**config.mk**
```make
export PLATFORM = sky130hd
export DESIGN_NAME = gpr_wb_arbiter
export DESIGN_NICKNAME = d
export VERILOG_FILES = /design/src/rtl/gpr_wb_arbiter_pkg.sv /design/src/rtl/rr_arbiter.sv /design/src/rtl/gpr_wb_arbiter.sv
export SDC_FILE = /design/constraint.sdc
export NUM_CORES = 1
export LEC_CHECK = 0
export ABC_AREA = 0
export CORE_AREA = 4 4 122 124
export DETAILED_ROUTE_END_ITERATION = 7
export DIE_AREA = 0 0 126 128
export PLACE_DENSITY = 0.94
export SLEW_MARGIN = 5
export SYNTH_ARGS = -nofsm -noshare
export SYNTH_HDL_FRONTEND = slang
export SYNTH_SLANG_ARGS = --single-unit
```
**constraint.sdc**
```tcl
create_clock -name clk -period 8.5 [get_ports clk]
set_input_delay 1.7 -clock clk [delete_from_list [all_inputs] [get_ports clk]]
set_output_delay 1.7 -clock clk [all_outputs]
set_load 0.03 [all_outputs]
```
**src/rtl/gpr_wb_arbiter_pkg.sv**
```systemverilog
// Shared definitions for the GPR writeback port: default widths and requester IDs.
package gpr_wb_arbiter_pkg;

    localparam int GPU_DDATA_WIDTH = 64;

    localparam int GPR_DW   = GPU_DDATA_WIDTH;
    localparam int GPR_AW   = 5;
    localparam int GPR_NREG = 32;
    localparam int GPR_NREQ = 3;

    typedef enum int unsigned {
        REQ_ALU  = 0,
        REQ_LSU  = 1,
        REQ_LONG = 2
    } req_id_e;

    function automatic int ptr_width(input int n);
        return (n > 1) ? $clog2(n) : 1;
    endfunction

endpackage

```
**src/rtl/rr_arbiter.sv**
```systemverilog
// NREQ-wide round-robin arbiter; the search starts at the pointer, which moves past each winner.
module rr_arbiter
    import gpr_wb_arbiter_pkg::*;
#(
    parameter int NREQ = GPR_NREQ
) (
    input  logic            clk,
    input  logic            rst,
    input  logic [NREQ-1:0] req,
    output logic [NREQ-1:0] grant
);

    localparam int          PW     = ptr_width(NREQ);
    localparam int unsigned NREQ_U = NREQ;

    logic [PW-1:0] ptr;
    logic [PW-1:0] grant_idx;
    logic          found;
    int unsigned   scan_idx;

    always_comb begin
        grant     = '0;
        grant_idx = '0;
        found     = 1'b0;
        scan_idx  = 0;
        for (int unsigned k = 0; k < NREQ_U; k++) begin
            scan_idx = (32'(ptr) + k) % NREQ_U;
            if (!found && req[scan_idx]) begin
                found            = 1'b1;
                grant[scan_idx]  = 1'b1;
                grant_idx        = PW'(scan_idx);
            end
        end
    end

    // Every grant is a transfer: the port has no backpressure.
    always_ff @(posedge clk) begin
        if (rst) begin
            ptr <= '0;
        end else if (found) begin
            ptr <= (grant_idx == PW'(NREQ - 1)) ? '0 : grant_idx + 1'b1;
        end
    end

endmodule

```
**src/rtl/gpr_wb_arbiter.sv**
```systemverilog
// Shares the GPR write port between writeback sources and tracks pending writes
// in a per-register busy scoreboard for ID hazard checks.
module gpr_wb_arbiter
    import gpr_wb_arbiter_pkg::*;
#(
    parameter int DW   = GPR_DW,
    parameter int NREQ = GPR_NREQ,
    parameter int NREG = GPR_NREG,
    parameter int AW   = GPR_AW
) (
    input  logic               clk,
    input  logic               rst,
    input  logic [NREQ-1:0]    req_valid,
    output logic [NREQ-1:0]    req_ready,
    input  logic [NREQ*AW-1:0] req_rd,
    input  logic [NREQ*DW-1:0] req_data,
    output logic               gpr_write,
    output logic [AW-1:0]      rd_index,
    output logic [DW-1:0]      data_rd,
    input  logic               issue_valid,
    input  logic [AW-1:0]      issue_rd,
    input  logic [AW-1:0]      rs1_index,
    input  logic [AW-1:0]      rs2_index,
    output logic               rs1_busy,
    output logic               rs2_busy,
    output logic               rd_busy,
    input  logic               flush
);

    localparam int unsigned NREQ_U = NREQ;
    localparam int unsigned NREG_U = NREG;

    logic [NREQ-1:0] grant;
    logic            any_grant;
    logic [AW-1:0]   sel_rd;
    logic [DW-1:0]   sel_data;
    logic [NREG-1:0] sb;
    logic [NREG-1:0] sb_next;

    rr_arbiter #(.NREQ(NREQ)) u_rr (
        .clk   (clk),
        .rst   (rst),
        .req   (req_valid),
        .grant (grant)
    );

    assign req_ready = grant;
    assign any_grant = |grant;

    always_comb begin
        sel_rd   = '0;
        sel_data = '0;
        for (int unsigned i = 0; i < NREQ_U; i++) begin
            if (grant[i]) begin
                sel_rd   = req_rd[i*AW +: AW];
                sel_data = req_data[i*DW +: DW];
            end
        end
    end

    // x0 results are consumed and latched but never raise gpr_write.
    always_ff @(posedge clk) begin
        if (rst) begin
            gpr_write <= 1'b0;
            rd_index  <= '0;
            data_rd   <= '0;
        end else if (any_grant) begin
            gpr_write <= (sel_rd != '0);
            rd_index  <= sel_rd;
            data_rd   <= sel_data;
        end else begin
            gpr_write <= 1'b0;
        end
    end

    // A new producer issuing to the register being retired keeps it busy.
    always_comb begin
        sb_next = '0;
        if (!flush) begin
            for (int unsigned r = 1; r < NREG_U; r++) begin
                sb_next[r] = (sb[r] && !(gpr_write && rd_index == AW'(r)))
                           || (issue_valid && issue_rd == AW'(r));
            end
        end
    end

    always_ff @(posedge clk) begin
        if (rst) begin
            sb <= '0;
        end else begin
            sb <= sb_next;
        end
    end

    assign rs1_busy = sb[rs1_index];
    assign rs2_busy = sb[rs2_index];
    assign rd_busy  = sb[issue_rd];

endmodule

```
==> results of run 1 <==
-- sequential cells by signal, summed over array words and instances, names as in the netlist --
signal,count
data_rd,64
sb,31
rd_index,5
u_rr.ptr,2
gpr_write,1
-- synth_stat cells (2+ instances only) --
library cell	n
buf_6	10
buf_2	11
a22o_1	64
nand3b_1	2
inv_1	6
nand2_1	104
ha_1	4
a21oi_1	105
a22oi_1	68
nor3_1	2
buf_1	14
a31oi_1	2
a221oi_1	4
mux2_2	5
o21ai_0	37
nand3_1	8
buf_4	2
a221o_1	3
clkbuf_1	27
dfxtp_1	103
nor2_1	20
mux4_2	25
a211oi_1	2
a32o_1	2
mux2i_1	9
nand2b_1	10
and3_1	5
nor3b_1	4
nand4_1	5
and2_1	4
nor2b_1	7
-- per-layer routing --
layer / vias to the layer above / GRT usage / share of wire / wire length, um
li1: 3119 / - / - / -
met1: 3207 / 0.316 / 0.34 / 8450
met2: 396 / 0.511 / 0.52 / 12800
met3: 70 / 0.0988 / 0.10 / 2520
met4: 0 / 0.107 / 0.036 / 886
met5: - / 0 / 0 / 0
-- worst min-delay path: cells and delay by family, from the launching register on --
family / cells / cell delay, ns
compound gates: 2 / 0.15
flops: 1 / 0.35
-- power by group through the flow --
stage / logic (mW) / registers [mW] / clock network [mW]
5_1_grt: 2.10 / 0.697 / 0.507
4_1_cts: 1.95 / 0.682 / 0.489
2_1_floorplan: 1.20 / 0.882 / 0
3_3_place_gp: 1.93 / 0.684 / 0
3_5_place_dp: 1.95 / 0.689 / 0
6_report: 1.96 / 0.684 / 0.483
-- per-stage QoR --
step / instance area, um2 / util / hold WS, ns / instances / worst slack (ns)
6_report: 9340 / 0.678 / 0.541 / 1131 / 2.35
4_1_cts: 9340 / 0.678 / 0.533 / 1131 / 2.36
3_3_place_gp: 8990 / 0.653 / 0.508 / 1115 / 2.43
3_5_place_dp: 8990 / 0.653 / 0.523 / 1115 / 2.35
5_1_grt: 9340 / 0.678 / 0.557 / 1131 / 2.24
2_1_floorplan: 6010 / - / 0.470 / 689 / 3.34
-- kinds of logic (layout without fill, tap and decap cells) --
group           after synthesis  after routing  synth area share
mux                          40             40             0.120
buf+inv                      70            332            0.0597
simple gates                176            176             0.133
fa+ha+maj                     4              4           0.00833
compound gates              296            296             0.335
flops                       103            103             0.343
-- worst max-delay path by stage --
stage | from | slack (ns) | cells past startpoint | end
after global routing | rs1_index[0] | 2.24 | 5 | rs1_busy
after CTS | rs1_index[0] | 2.36 | 5 | rs1_busy
final | rs1_index[0] | 2.35 | 5 | rs1_busy
after floorplan | rs1_index[0] | 3.34 | 4 | rs1_busy
after detailed placement | rs1_index[0] | 2.35 | 5 | rs1_busy
after global placement | rs1_index[0] | 2.43 | 5 | rs1_busy
-- layout make-up --
cell class,count,share of cell area
Inverter,6,0.00241
Tap cell,180,0.0241
Timing Repair Buffer,310,0.330
Sequential cell,103,0.221
Clock inverter,5,0.0111
Clock buffer,11,0.0260
Multi-Input combinational cell,516,0.386
==> run summary, run 1 <==
Outcome = finished clean
R2r startpoint = u_rr.ptr[1]
Row count = 43
CTS-repair resized insts = 0
Routed len/inst = 21.8 um
Clock power share = 0.155
WP buf/inv = 2
DRC viols = 0
Hold buffers post-CTS = 0
Die ar. = 16,100 um2
Worst setup EP type = primary output
Crit-path cells = clkdlybuf4s50_1, mux4_2, mux4_2, mux2_2, clkdlybuf4s50_1
Starting Density = 0.436
Worst slew margin = 0.300
Layout Nets = 1,179
Max VDD drop = 0.210 mV
Detailed-placement wirelength estimate = 18,700 um
Switch share = 0.459
Post-Syn Nets = 922
Layout area overhead = 55.4%
Fmax = 163 MHz
Worst skew pair latency = 0.35 ns
Synth top area cells = dfxtp_1 (34%), mux4_2 (9.4%), a22o_1 (9.3%)
Synth Flop Type = dfxtp_1
Clock buffer depth = 2
RR Endpoint = data_rd[35]
Worst path slowest cell = clkdlybuf4s50_1
TritonCTS Buffers = 9
Register area share after synthesis = 0.343
Worst Hold Launch = sb[13]
Hold Path Depth = 2
Chip Height = 128 um
Int Power = 1.69 mW
RSZ-0062 raised after global routing = no
Core Box Area = 13,800 um2
Most common cell after layout, fill and taps aside = clkdlybuf4s50_1
Most frequent cells in the layout = clkdlybuf4s50_1 (303), a21oi_1 (105), nand2_1 (104)
Clock-pin slew on the worst setup and hold paths = 0.06 ns
Worst min path class = register to register
Seq pwr share = 0.219
CTS tree = done
Max incr delay on CP = 0.80 ns
Switching power = 1.44 mW
Post-route setup TNS = 0 ns
Flops & latches, synth = 103
Crit path max fanout = 9
Critical path launch point type = primary input
Post-synth top area share = 0.343
Period minus WS final = 6.15 ns
CTS Sinks = 103
Final setup fails = 0
Root Buffer = clkbuf_16
Yosys cell types = 46
Number of global-route vias before repair = 6,734
Iteration-0 DRC Markers = 721
Synth warn = 0
Layout cells sized above 1 = 0.0631
Register area = 2060 um2
First-pass GRT wire length = 36,500 um
Final Max Tran Viols = 0
Pwr Density = 335 nW/um2
Leakage Power = 3.36 nW
Filler cell count = 1,115
Arr. time, crit path = 4.45 ns
Post-CTS setup repair buffer count = 0
Io pins = 305
R2r setup slk = 4.44 ns
Gr usage total = 0.287
Mean Syn Cell Area = 8.72 um2
IO buf count = 304
Post-synth EDFFs = 0
Synthesized cell area = 6010 um2
Final Power = 3.13 mW
Fin crit share = 0.723
Synth Instances = 689
Slew @ Worst Pin = 1.05 ns
Antenna violations before repair = 0
CP delay by family, top = buffers and inverters
H-tree Lvls = 3
Worst hold endpoint = sb[13]
RePlAce Congestion = 0.951
Max Cap Viol = 0
Clock skew = 0.00695 ns
DR vias = 6,792
Critical path class = primary input to primary output
Pin count of the biggest net entering global routing = 74
Via density = 6.01
Async SR Flop Fraction = 0
Final hold vios = 0
Comb power frac = 0.626
Multi-input logic area = 3600 um2
Pre-antenna DRT Iters = 5
Drt total wl = 24,600 um
GR Overflow Total = 0
Antenna cells = 0
Reg2reg path depth = 11
Die W = 126 um
Critical Path RT = 6.80 ns
Routed Antenna Nets = 0
Dominant cell type by area after synthesis = dfxtp_1
Note: power is estimated with default switching activity, not from simulation.
==> run 2: changes to the inputs <==
CORE_AREA = 4 4 133 135   (was 4 4 122 124)
DIE_AREA = 0 0 137 139   (was 0 0 126 128)
PLACE_DENSITY = 0.85   (was 0.94)
clock period = 5.4 ns   (was 8.5 ns; I/O delays follow)
==> run 2 against run 1 <==
Effect of this change: combinational power increased by 58%; sequential cell count unchanged; count of clock-buffer cells in the layout decreased by 2; via count decreased by 1.6%; setup slack got worse by 1.8 ns; final area increased by 0.32%; total power increased by 54%; largest power group unchanged; clock power increased by 32%.
==> run summary, run 2 (synthesis gave the netlist of run 1 again) <==
Hold Path Depth = 2 (unchanged)
Outcome = finished clean
Period minus WS final = 4.87 ns
Crit-path cells = clkdlybuf4s50_1, mux4_2, mux4_2, a21o_1, clkdlybuf4s50_1
RePlAce Congestion = 0.951 (about the same)
Die W = 137 um (+8.7%)
CTS tree = done
H-tree Lvls = 3 (unchanged)
Max Cap Viol = 0 (unchanged)
GR Layer Usage met2 = 0.410 (-0.101)
Hold WS = 0.524 ns (-0.0174 ns)
Number of global-route vias before repair = 6,729 (-0.074%)
DP Area = 9080 um2 (+0.92%)
Worst Hold Launch = sb[31]
R2r startpoint = u_rr.ptr[1]
Worst setup EP type = primary output
WP buf/inv = 2 (unchanged)
Final hold vios = 0 (unchanged)
Arr. time, crit path = 3.79 ns (-0.66 ns)
Max VDD drop = 0.314 mV (+50%)
RSZ-0062 raised after global routing = no
Worst min path class = register to register
Hold buffers post-CTS = 0 (unchanged)
Post-CTS setup repair buffer count = 0 (unchanged)
Core Box Area = 16,500 um2 (+20%)
R2r setup slk = 1.56 ns (-2.88 ns)
IO buf count = 304 (unchanged)
Reg2reg path depth = 11 (unchanged)
CTS-repair resized insts = 0 (unchanged)
Pin count of the biggest net entering global routing = 74 (unchanged)
Critical Path RT = 4.32 ns (-2.48 ns)
Routed Antenna Nets = 0 (unchanged)
Most common cell after layout, fill and taps aside = clkdlybuf4s50_1
Clock skew = 0.00896 ns (+0.00201 ns)
Max incr delay on CP = 0.86 ns (+0.06 ns)
Layout Nets = 1,180 (+0.085%)
Gr usage total = 0.239 (-0.0476)
DRC viols = 0 (unchanged)
Via density = 5.69 (-5.2%)
Worst slew margin = 0.427 (+0.127)
Slew @ Worst Pin = 0.860 ns (-0.191 ns)
Pwr Density = 513 nW/um2 (+53%)
Placed Cells incl. Taps = 1,156 (+3.7%)
Regs by FF count = data_rd: 64 flops, sb: 31 flops, rd_index: 5 flops
Chip Height = 139 um (+8.6%)
Row count = 47 (+9.3%)
Critical path class = primary input to primary output
Io pins = 305 (unchanged)
Design area = 9370 um2 (+0.32%)
Post-route setup TNS = 0 ns (unchanged)
Most frequent cells in the layout = clkdlybuf4s50_1 (303), a21oi_1 (105), nand2_1 (104)
Worst skew pair latency = 0.35 ns (about the same)
First-pass GRT wire length = 36,100 um (-0.97%)
Detailed-placement wirelength estimate = 17,600 um (-5.9%)
Fin crit share = 0.902
TritonCTS Buffers = 9 (unchanged)
Critical path launch point type = primary input
Met3 usage = 0.0722 (-0.0265)
Fmax = 205 MHz
Pre-antenna DRT Iters = 7 (+2)
RR Endpoint = data_rd[37]
Routed len/inst = 20.1 um (-7.5%)
Clock-pin slew on the worst setup and hold paths = 0.07 ns (about the same)
Worst path slowest cell = clkdlybuf4s50_1
Iteration-0 DRC Markers = 497 (-31%)
Crit path max fanout = 12 (+3)
Layout area overhead = 55.9%
Final Max Tran Viols = 0 (unchanged)
Root Buffer = clkbuf_16
Final setup fails = 0 (unchanged)
Top reg by flops = data_rd
Layout cells sized above 1 = 0.0651 (+0.00203)
Max FFs per register = 64 (unchanged)
Drt total wl = 23,600 um (-4.0%)
Met1 GRT Util = 0.272 (-0.0440)
Die ar. = 19,000 um2 (+18%)
Gr busiest metal = met2
Clock buffer depth = 2 (unchanged)
Antenna violations before repair = 2 (+2)
Starting Density = 0.365 (-0.0714)
Leakage Power = 3.34 nW (-0.64%)
CP delay by family, top = buffers and inverters
GR Overflow Total = 0 (unchanged)
Finished Layout Cells = 1,174 (+3.8%)
Worst hold endpoint = sb[31]
CTS Sinks = 103 (unchanged)
DR vias = 6,685 (-1.6%)
-- run 2: changes by cell type in the layout (fill, tap and decap cells not counted), sizes merged --
cell,delta
clkbuf,-2
inv,+3
bufinv,-3
buf,+1
clkinvlp,+2
diode,+2
-- run 2: how the worst max path moves through the flow --
stage / start / end / slack, ns / cells past startpoint
2_1_floorplan: rs1_index[0] / rs1_busy / 1.48 / 4
3_3_place_gp: rs2_index[0] / rs2_busy / 0.56 / 5
3_5_place_dp: issue_rd[0] / rd_busy / 0.51 / 5
4_1_cts: issue_rd[0] / rd_busy / 0.50 / 5
5_1_grt: issue_rd[0] / rd_busy / 0.31 / 8
6_report: issue_rd[0] / rd_busy / 0.53 / 5
-- run 2: metrics by stage --
step,worst slack [ns],power (mW),util
2_1_floorplan,1.48,3.28,-
3_3_place_gp,0.557,4.16,0.551
3_5_place_dp,0.510,4.18,0.551
4_1_cts,0.504,4.84,0.569
5_1_grt,0.306,5.12,0.569
6_report,0.527,4.81,0.569
-- run 2: area by class of cell --
class                           count  area (um2)
Clock inverter                      7        63.8
Antenna cell                        2        5.00
Fill cell                        1482        7090
Multi-Input combinational cell    516        3600
Sequential cell                   103        2060
Clock buffer                        9         225
Tap cell                          220         275
Inverter                            6        22.5
Timing Repair Buffer              311        3120
-- run 2: power breakdown --
part           internal [mW]  switching, mW
clock network          0.324          0.315
logic                   1.28           1.82
registers              0.950          0.128
total                   2.55           2.26
-- run 2: layer usage --
metal	routed length [um]	up-vias	part of all wire
li1	-	3124	-
met3	2100	56	0.089
met2	12000	338	0.51
met1	8690	3167	0.37
met4	847	0	0.036
met5	0	-	0
-- run 2: worst reg2reg max path: stages (launching register included) --
cell and delay (ns):
dfxtp_1 0.34, inv_1 0.08, ha_1 0.40, mux2i_2 0.36
mux2i_1 0.17, a311o_1 0.44, and2_2 0.23, buf_4 0.33
nor3_4 0.69, buf_12 0.34, a22oi_1 0.18, a21oi_1 0.20
